**src/rtl/branch_resolve_unit_pkg.sv**
```systemverilog
// Shared definitions for the branch resolve unit: BHT counter encodings,
// flush state type and the saturating counter update.
package branch_resolve_unit_pkg;

    localparam logic [1:0] BHT_SNT   = 2'b00;
    localparam logic [1:0] BHT_WNT   = 2'b01;
    localparam logic [1:0] BHT_WT    = 2'b10;
    localparam logic [1:0] BHT_ST    = 2'b11;
    localparam logic [1:0] BHT_RESET = BHT_WNT;

    typedef enum logic {
        ST_IDLE,
        ST_FLUSHING
    } flush_state_e;

    function automatic logic [1:0] bht_next(input logic [1:0] cur, input logic taken);
        logic [1:0] nxt;
        nxt = cur;
        if (taken) begin
            if (cur != BHT_ST) nxt = cur + 2'd1;
        end else begin
            if (cur != BHT_SNT) nxt = cur - 2'd1;
        end
        return nxt;
    endfunction

endpackage

```
**src/rtl/branch_resolve_unit_bht.sv**
```systemverilog
// 2-bit saturating branch history table: one combinational read port and one
// update port; a same-cycle read sees the pre-update value.
module branch_history_table
    import branch_resolve_unit_pkg::*;
#(
    parameter int BHT_IDX_W = 4
) (
    input  logic                 clk,
    input  logic                 rst,
    input  logic [BHT_IDX_W-1:0] rd_idx,
    output logic                 rd_taken,
    input  logic                 upd_en,
    input  logic [BHT_IDX_W-1:0] upd_idx,
    input  logic                 upd_taken
);

    localparam int ENTRIES = 1 << BHT_IDX_W;

    logic [1:0] ctr_all [ENTRIES];

    generate
        for (genvar gi = 0; gi < ENTRIES; gi++) begin : g_entry
            logic [1:0] ctr_q;
            logic [1:0] ctr_d;

            always_comb begin
                ctr_d = ctr_q;
                if (upd_en && (upd_idx == BHT_IDX_W'(gi))) begin
                    ctr_d = bht_next(ctr_q, upd_taken);
                end
            end

            always_ff @(posedge clk or posedge rst) begin
                if (rst) ctr_q <= BHT_RESET;
                else     ctr_q <= ctr_d;
            end

            assign ctr_all[gi] = ctr_q;
        end
    endgenerate

    assign rd_taken = ctr_all[rd_idx][1];

endmodule

```
**src/rtl/branch_resolve_unit.sv**
```systemverilog
// Resolves EX-stage branches/jumps: registered PC redirect, multi-cycle flush
// of the younger stages, BHT training and branch/mispredict statistics.
module branch_resolve_unit
    import branch_resolve_unit_pkg::*;
#(
    parameter int BHT_IDX_W    = 4,
    parameter int FLUSH_CYCLES = 2
) (
    input  logic        clk,
    input  logic        rst,
    input  logic        ex_valid,
    input  logic        ex_branch,
    input  logic        ex_jump,
    input  logic        ex_flag,
    input  logic        ex_pred_taken,
    input  logic [31:0] ex_pc,
    input  logic [31:0] ex_target,
    input  logic        stall,
    input  logic [31:0] id_pc,
    output logic        id_pred_taken,
    output logic        redirect,
    output logic [31:0] redirect_pc,
    output logic        flush,
    output logic [31:0] branch_cnt,
    output logic [31:0] mispredict_cnt
);

    flush_state_e state_q, state_d;
    logic [2:0]   flush_cnt_q, flush_cnt_d;
    logic         flush_q, flush_d;
    logic         redirect_q, redirect_d;
    logic [31:0]  redirect_pc_q, redirect_pc_d;
    logic [31:0]  branch_cnt_q, branch_cnt_d;
    logic [31:0]  mispredict_cnt_q, mispredict_cnt_d;

    logic resolve, do_jump, do_branch;

    always_comb begin
        resolve   = ex_valid & ~stall & (state_q == ST_IDLE);
        do_jump   = resolve & ex_jump;
        do_branch = resolve & ex_branch & ~ex_jump;

        redirect_d       = 1'b0;
        redirect_pc_d    = redirect_pc_q;
        flush_cnt_d      = (flush_cnt_q != 3'd0) ? flush_cnt_q - 3'd1 : 3'd0;
        branch_cnt_d     = branch_cnt_q;
        mispredict_cnt_d = mispredict_cnt_q;

        if (do_jump) begin
            redirect_d    = 1'b1;
            redirect_pc_d = ex_target;
            flush_cnt_d   = 3'(FLUSH_CYCLES);
        end else if (do_branch) begin
            branch_cnt_d = branch_cnt_q + 32'd1;
            if (ex_flag != ex_pred_taken) begin
                mispredict_cnt_d = mispredict_cnt_q + 32'd1;
                redirect_d       = 1'b1;
                redirect_pc_d    = ex_flag ? ex_target : ex_pc + 32'd4;
                flush_cnt_d      = 3'(FLUSH_CYCLES);
            end
        end

        // flush tracks the next count so it drops on the same edge the count hits 0
        flush_d = (flush_cnt_d != 3'd0);
        state_d = flush_d ? ST_FLUSHING : ST_IDLE;
    end

    always_ff @(posedge clk or posedge rst) begin
        if (rst) begin
            state_q          <= ST_IDLE;
            flush_cnt_q      <= 3'd0;
            flush_q          <= 1'b0;
            redirect_q       <= 1'b0;
            redirect_pc_q    <= 32'd0;
            branch_cnt_q     <= 32'd0;
            mispredict_cnt_q <= 32'd0;
        end else begin
            state_q          <= state_d;
            flush_cnt_q      <= flush_cnt_d;
            flush_q          <= flush_d;
            redirect_q       <= redirect_d;
            redirect_pc_q    <= redirect_pc_d;
            branch_cnt_q     <= branch_cnt_d;
            mispredict_cnt_q <= mispredict_cnt_d;
        end
    end

    branch_history_table #(
        .BHT_IDX_W (BHT_IDX_W)
    ) u_bht (
        .clk       (clk),
        .rst       (rst),
        .rd_idx    (id_pc[BHT_IDX_W+1:2]),
        .rd_taken  (id_pred_taken),
        .upd_en    (do_branch),
        .upd_idx   (ex_pc[BHT_IDX_W+1:2]),
        .upd_taken (ex_flag)
    );

    // Only the index field of id_pc participates in the lookup.
    logic unused_id_pc_bits;
    assign unused_id_pc_bits = ^{id_pc[31:BHT_IDX_W+2], id_pc[1:0]};

    assign redirect       = redirect_q;
    assign redirect_pc    = redirect_pc_q;
    assign flush          = flush_q;
    assign branch_cnt     = branch_cnt_q;
    assign mispredict_cnt = mispredict_cnt_q;

endmodule

```
**config.mk**
```make
export PLATFORM = sky130hd
export DESIGN_NAME = branch_resolve_unit
export DESIGN_NICKNAME = d
export VERILOG_FILES = /design/src/rtl/branch_resolve_unit_pkg.sv /design/src/rtl/branch_resolve_unit_bht.sv /design/src/rtl/branch_resolve_unit.sv
export SDC_FILE = /design/constraint.sdc
export NUM_CORES = 1
export LEC_CHECK = 0
export BUFFER_PORTS_ARGS = -buffer_cell sky130_fd_sc_hd__buf_2
export CAP_MARGIN = 20
export CORE_ASPECT_RATIO = 0.9
export CORE_MARGIN = 1.5
export CORE_UTILIZATION = 40
export DETAILED_ROUTE_END_ITERATION = 7
export PLACE_DENSITY = 0.66
export SKIP_LAST_GASP = 1
export SLEW_MARGIN = 20
export SYNTH_ARGS = -nofsm -noshare
export SYNTH_HDL_FRONTEND = slang
export SYNTH_SLANG_ARGS = --single-unit
```
**constraint.sdc**
```tcl
create_clock -name clk -period 5.4 [get_ports clk]
set_input_delay 0.81 -clock clk [delete_from_list [all_inputs] [get_ports clk]]
set_output_delay 0.81 -clock clk [all_outputs]
set_load 0.005 [all_outputs]
```
==> results.yml, run 1 <==
die:
  die_w_um: 142
  core_um2: 17000
  start_util_pct: 41.1
  ioPinCount: 203
  die_y_um: 128
  rows: 45
  design.die.area_um2: 18300
logic_synthesis:
  synth_edf_count: 0
  ys_types: 60
  postSynthCellCount: 707
  synth-main-ff-cell: "dfrtp_1"
  yosys_warnings: 0
  synth_area_um2: 6990
  yosys_register_bits: 133
  ys_async_sr_fraction_pct: 100
  syn_nets: 817
  seq_area_frac_synth_pct: 47.9
  syn_area_per_cell_um2: 9.88
global_routing:
  antenna_found_initial: 0
  grt_pass1_wl_um: 27600
  grt_max_degree: 105
  track_usage_pct: 19.1
  grt_pass1_vias: 5386
  grt-ovfl-total: 0
pwr:
  p_per_area_nw_per_um2: 315
  cellLeakagePower_uw: 0.00404
  power_uw: 2730
  ir_worst_vdd_v: 0.000254
clock_tree:
  path_clk_slew_ns: 0.06
  cts.sinks: 133
  cts_inserted_buffers: 17
  cts_root_buffer: "clkbuf_16"
  clock_path_buffers: 2
  postCtsHoldBufs: 0
  htree_levels: 4
  postCtsSetupBuffers: 0
  cts_tree: "built"
  clk_latency_ns: 0.42
  cts_resized: 0
worst_setup_path:
  reg2reg_depth: 5
  crit_required_ns: 4.59
  path_cells: "buf_2 > mux4_2 > mux4_2 > buf_2"
  worstSetupPathType: "in -> out"
  max_stage_delay_ns: 0.55
  start_kind: "input pin"
  r2r_setup_slack_ns: 2.72
  arrival_ns: 2.18
  crit_path_max_fanout: 4
  cp_slowest_cell: "mux4_2"
  r2r-start: "flush"
  end_kind: "output pin"
  rr_endpoint: "u_bht.g_entry[5].ctr_q[1]"
sta:
  clock.fmax_mhz: 334
  fin_setup_tns_ns: 0
  rsz0062_at_grt: "no"
  setup_viol: 0
  period_needed_ns: 2.99
  worstMarginPinSlew_ns: 1.05
  drv_slew: 0
  maxSlewHeadroom_pct: 29.1
  hold_viol_final: 0
  timing.final.crit_share_pct: 55.4
  fin_skew_ns: 0.00829
finish:
  layout_commonest_cell: "buf_2"
  n_antenna_cell: 0
  mostFrequentLayoutCells: "buf_2, dfrtp_1, xnor2_1"
  final_nets: 983
  area_delta_synth_final_pct: 23.9
  drive_above_1_share_pct: 28.1
  instances_no_fill: 1121
routing:
  route.detailed.drc: 0
  firstDrtPassIters: 4
  drt_iter0_drc: 346
  detail-route-antenna-nets: 0
  wl_um: 17100
  vias: 5993
  avgRoutedWirePerCell_um: 15.2
  viasPerCell: 5.35
outcome:
  status: "completed"
min_path:
  min_to: "mispredict_cnt[31]"
  worstHoldStart: "mispredict_cnt[31]"
  hold_depth: 1
  hold_class: "reg -> reg"
place:
  numPortBuffers: 174
  gp_congestion: 0.810
  dp.cells: 1089
  dpl.hpwl_um: 12000
job:
  drv_cap: 0
## registers in the layout (all words and copies together) (netlist names)
signal	flops
flush_cnt_q	3
redirect_pc	32
flush	1
branch_cnt	32
u_bht.g_entry.ctr_q	32
redirect	1
mispredict_cnt	32
## layer usage
metal,wire length (um),up-vias,global-route usage (%),part of all wire (%)
met5,0,-,0,0
met4,343,0,6.91,2.0
met3,881,21,4.43,5.2
met2,7400,159,27.7,43
met1,8440,2904,28.0,49
li1,-,2909,-,-
## layout make-up
cell class	count	area [um^2]
Fill cell	1618	8340
Multi-Input combinational cell	519	3410
Sequential cell	133	3350
Timing Repair Buffer	177	893
Clock buffer	20	457
Tap cell	235	294
Clock inverter	12	154
Inverter	25	98.8
## kinds of logic (layout without fill, tap and decap cells)
group | count (synthesis) | count (layout) | synth area share (%)
compound gates | 143 | 143 | 11.9
fa+ha+maj | 8 | 8 | 1.36
simple gates | 268 | 268 | 21.8
buf+inv | 55 | 234 | 3.21
xor+xnor | 87 | 87 | 10.9
mux | 13 | 13 | 2.81
flops | 133 | 133 | 47.9
## cell usage after synthesis, drive strengths merged (2+ instances only)
cell type  count  area (um^2)
nor2          36          138
nand3         39          205
nor4b          2         17.5
a21oi         32          160
and3          26          163
xor2          22          193
and2          10         62.6
nor4           7         68.8
a31oi         13         81.3
ha             6         75.1
o311ai         3         26.3
mux2           3         33.8
maj3           2         20.0
o21a           2         15.0
clkbuf        22         82.6
a211oi         2         15.0
nand2         62          233
a22oi         12         90.1
dfstp         16          420
nor3b          2         15.0
mux2i          5         50.1
nand2b         2         12.5
and4b          2         20.0
or3            5         36.3
o31ai          3         22.5
nor2b          2         12.5
and4          13          114
and4bb         2         25.0
o2111ai        5         43.8
buf            8         47.5
xnor2         65          569
nand4         38          259
nor4bb         2         20.0
nor3          13         76.3
inv           25         93.8
o21ai         65          325
mux4           5          113
nand4bb        2         22.5
dfrtp        117         2930
## report_power, final
| group | internal, uW | switching [uW] | total (uW) |
|---|---|---|---|
| clock network | 750 | 440 | 1190 |
| registers | 1100 | 69.2 | 1170 |
| logic | 168 | 199 | 366 |
## worst max-delay path by stage
stage / startpoint / endpoint / cells past startpoint
floorplan: rst / branch_cnt[0] / 1
global placement: ex_flag / redirect_pc[31] / 6
detailed placement: ex_flag / mispredict_cnt[14] / 6
CTS: id_pc[2] / id_pred_taken / 4
global route: ex_flag / mispredict_cnt[14] / 6
finish: id_pc[2] / id_pred_taken / 4
## critical path: cells and delay by family
kind                   cells  cell delay, ns
muxes                      2            1.05
buffers and inverters      2            0.32
## metrics by stage
step | util, % | hold WS, ns | setup WS [ns] | cell area [um^2]
after floorplan | - | 0.437 | 1.06 | 6990
after global placement | 47.3 | 0.451 | 2.23 | 8050
after detailed placement | 47.3 | 0.457 | 2.19 | 8050
after CTS | 50.9 | 0.470 | 2.41 | 8660
after global routing | 50.9 | 0.474 | 2.37 | 8660
final | 50.9 | 0.465 | 2.41 | 8660
(Power assumes the default switching activity.)
==> inputs of run 2 (changes only) <==
Settings changed: PLACE_DENSITY 0.66 to 0.69.
Clock period 5.4 ns to 2.7 ns, I/O delays scaled along.
==> results.yml, run 2 (synthesis gave the netlist of run 1 again) <==
worst_setup_path:
  arrival_ns: 1.95
  crit_required_ns: 2.30
  start_kind: "flip-flop"
  end_kind: "output pin"
  worstSetupPathType: "reg -> out"
  crit_path_max_fanout: 5
place:
  gp_congestion: 0.768
  dp_slack_ns: 0.389
  dp.cells: 1102
  numPortBuffers: 174
  dpl.hpwl_um: 12500
die:
  start_util_pct: 41.1
  ioPinCount: 203
  core_um2: 17000
  rows: 45
  die_y_um: 128
  design.die.area_um2: 18300
  die_w_um: 142
sta:
  setup_viol: 0
  fin_skew_ns: 0.00927
  whs_ns: 0.0856
  rsz0062_at_grt: "no"
  worstMarginPinSlew_ns: 0.749
  fin_setup_tns_ns: 0
  period_needed_ns: 2.36
  clock.fmax_mhz: 424
  hold_viol_final: 0
  maxSlewHeadroom_pct: 49.7
  timing.final.crit_share_pct: 87.4
  fin_ws_ns: 0.342
  drv_slew: 0
routing:
  firstDrtPassIters: 5
  highest_layer: "met5"
  drt_iter0_drc: 344
  avgRoutedWirePerCell_um: 15.3
  vias: 6029
  detail-route-antenna-nets: 0
  drt-met1-wl_um: 8380
  viasPerCell: 5.32
  met3_length_um: 834
  wl_um: 17300
  wl_met2_um: 7840
  route.detailed.drc: 0
finish:
  mostFrequentLayoutCells: "buf_2, dfrtp_1, xnor2_1"
  instances_no_fill: 1134
  area_delta_synth_final_pct: 26.0
  final_nets: 996
  layout_commonest_cell: "buf_2"
  n_antenna_cell: 0
  drive_above_1_share_pct: 29.1
pwr:
  ir_worst_vdd_v: 0.000483
  seq_power_share_pct: 42.1
  p_int_uw: 4150
  swShare_pct: 25.6
  power.share.clock_pct: 44.6
  p_per_area_nw_per_um2: 634
  p_switching_uw: 1430
  p_comb_share_pct: 13.2
  cellLeakagePower_uw: 0.00412
  power_uw: 5580
global_routing:
  track_usage_pct: 19.4
  grt_pass1_wl_um: 28000
  antenna_found_initial: 2
  grt_pass1_vias: 5575
  grt-ovfl-total: 0
  grt_max_degree: 55
clock_tree:
  path_clk_slew_ns: 0.06
  cts_resized: 0
  clk_latency_ns: 0.41
  cts.sinks: 133
  cts_inserted_buffers: 17
  cts_root_buffer: "clkbuf_16"
  postCtsSetupBuffers: 0
  postCtsHoldBufs: 0
  htree_levels: 4
  clock_path_buffers: 2
  cts_tree: "built"
min_path:
  hold_class: "in -> async"
outcome:
  status: "completed"
job:
  drv_cap: 0
[run 2: power by group through the flow]
| stage | Sequential, uW | Combinational, uW | Clock, uW |
|---|---|---|---|
| 2_1_floorplan | 2380 | 358 | 0 |
| 3_3_place_gp | 2370 | 732 | 0 |
| 3_5_place_dp | 2380 | 750 | 0 |
| 4_1_cts | 2350 | 749 | 2540 |
| 5_1_grt | 2380 | 831 | 2640 |
| 6_report | 2350 | 739 | 2490 |
[run 2: layer usage]
| layer | global-route usage [%] | vias to the layer above |
|---|---|---|
| li1 | - | 2925 |
| met1 | 27.2 | 2931 |
| met2 | 29.4 | 147 |
| met3 | 4.84 | 22 |
| met4 | 7.03 | 4 |
| met5 | 0 | - |
[run 2: worst max-delay path, cell delays in order (launching register included)]
cell and delay [ns]:
dfrtp_1 0.43, mux4_2 0.46, mux4_2 0.50, buf_2 0.15
[run 2: metrics by stage]
stage               utilization, %  cell area (um^2)
floorplan                        -              6990
global placement              48.1              8170
detailed placement            48.1              8170
CTS                           51.8              8800
global route                  51.8              8800
finish                        51.8              8800
[run 2: cell type report]
| type | count | area [um^2] |
|---|---|---|
| Fill cell | 1577 | 8200 |
| Multi-Input combinational cell | 519 | 3410 |
| Sequential cell | 133 | 3350 |
| Timing Repair Buffer | 190 | 1020 |
| Clock buffer | 20 | 457 |
| Tap cell | 235 | 294 |
| Clock inverter | 12 | 176 |
| Inverter | 25 | 97.6 |
[run 2: worst paths after layout]
kind                                       startpoint                 end  slack, ns  cells after the start
max                        u_bht.g_entry[13].ctr_q[1]       id_pred_taken       0.34                      3
min                                               rst   mispredict_cnt[6]       0.09                      2
max reg2reg                                     flush  mispredict_cnt[17]       0.49                      6
min reg2reg                        mispredict_cnt[31]  mispredict_cnt[31]       0.47                      1
max in group asynchronous                         rst       branch_cnt[8]       1.92                      3
min in group clk                        ex_target[21]     redirect_pc[21]       0.22                      3
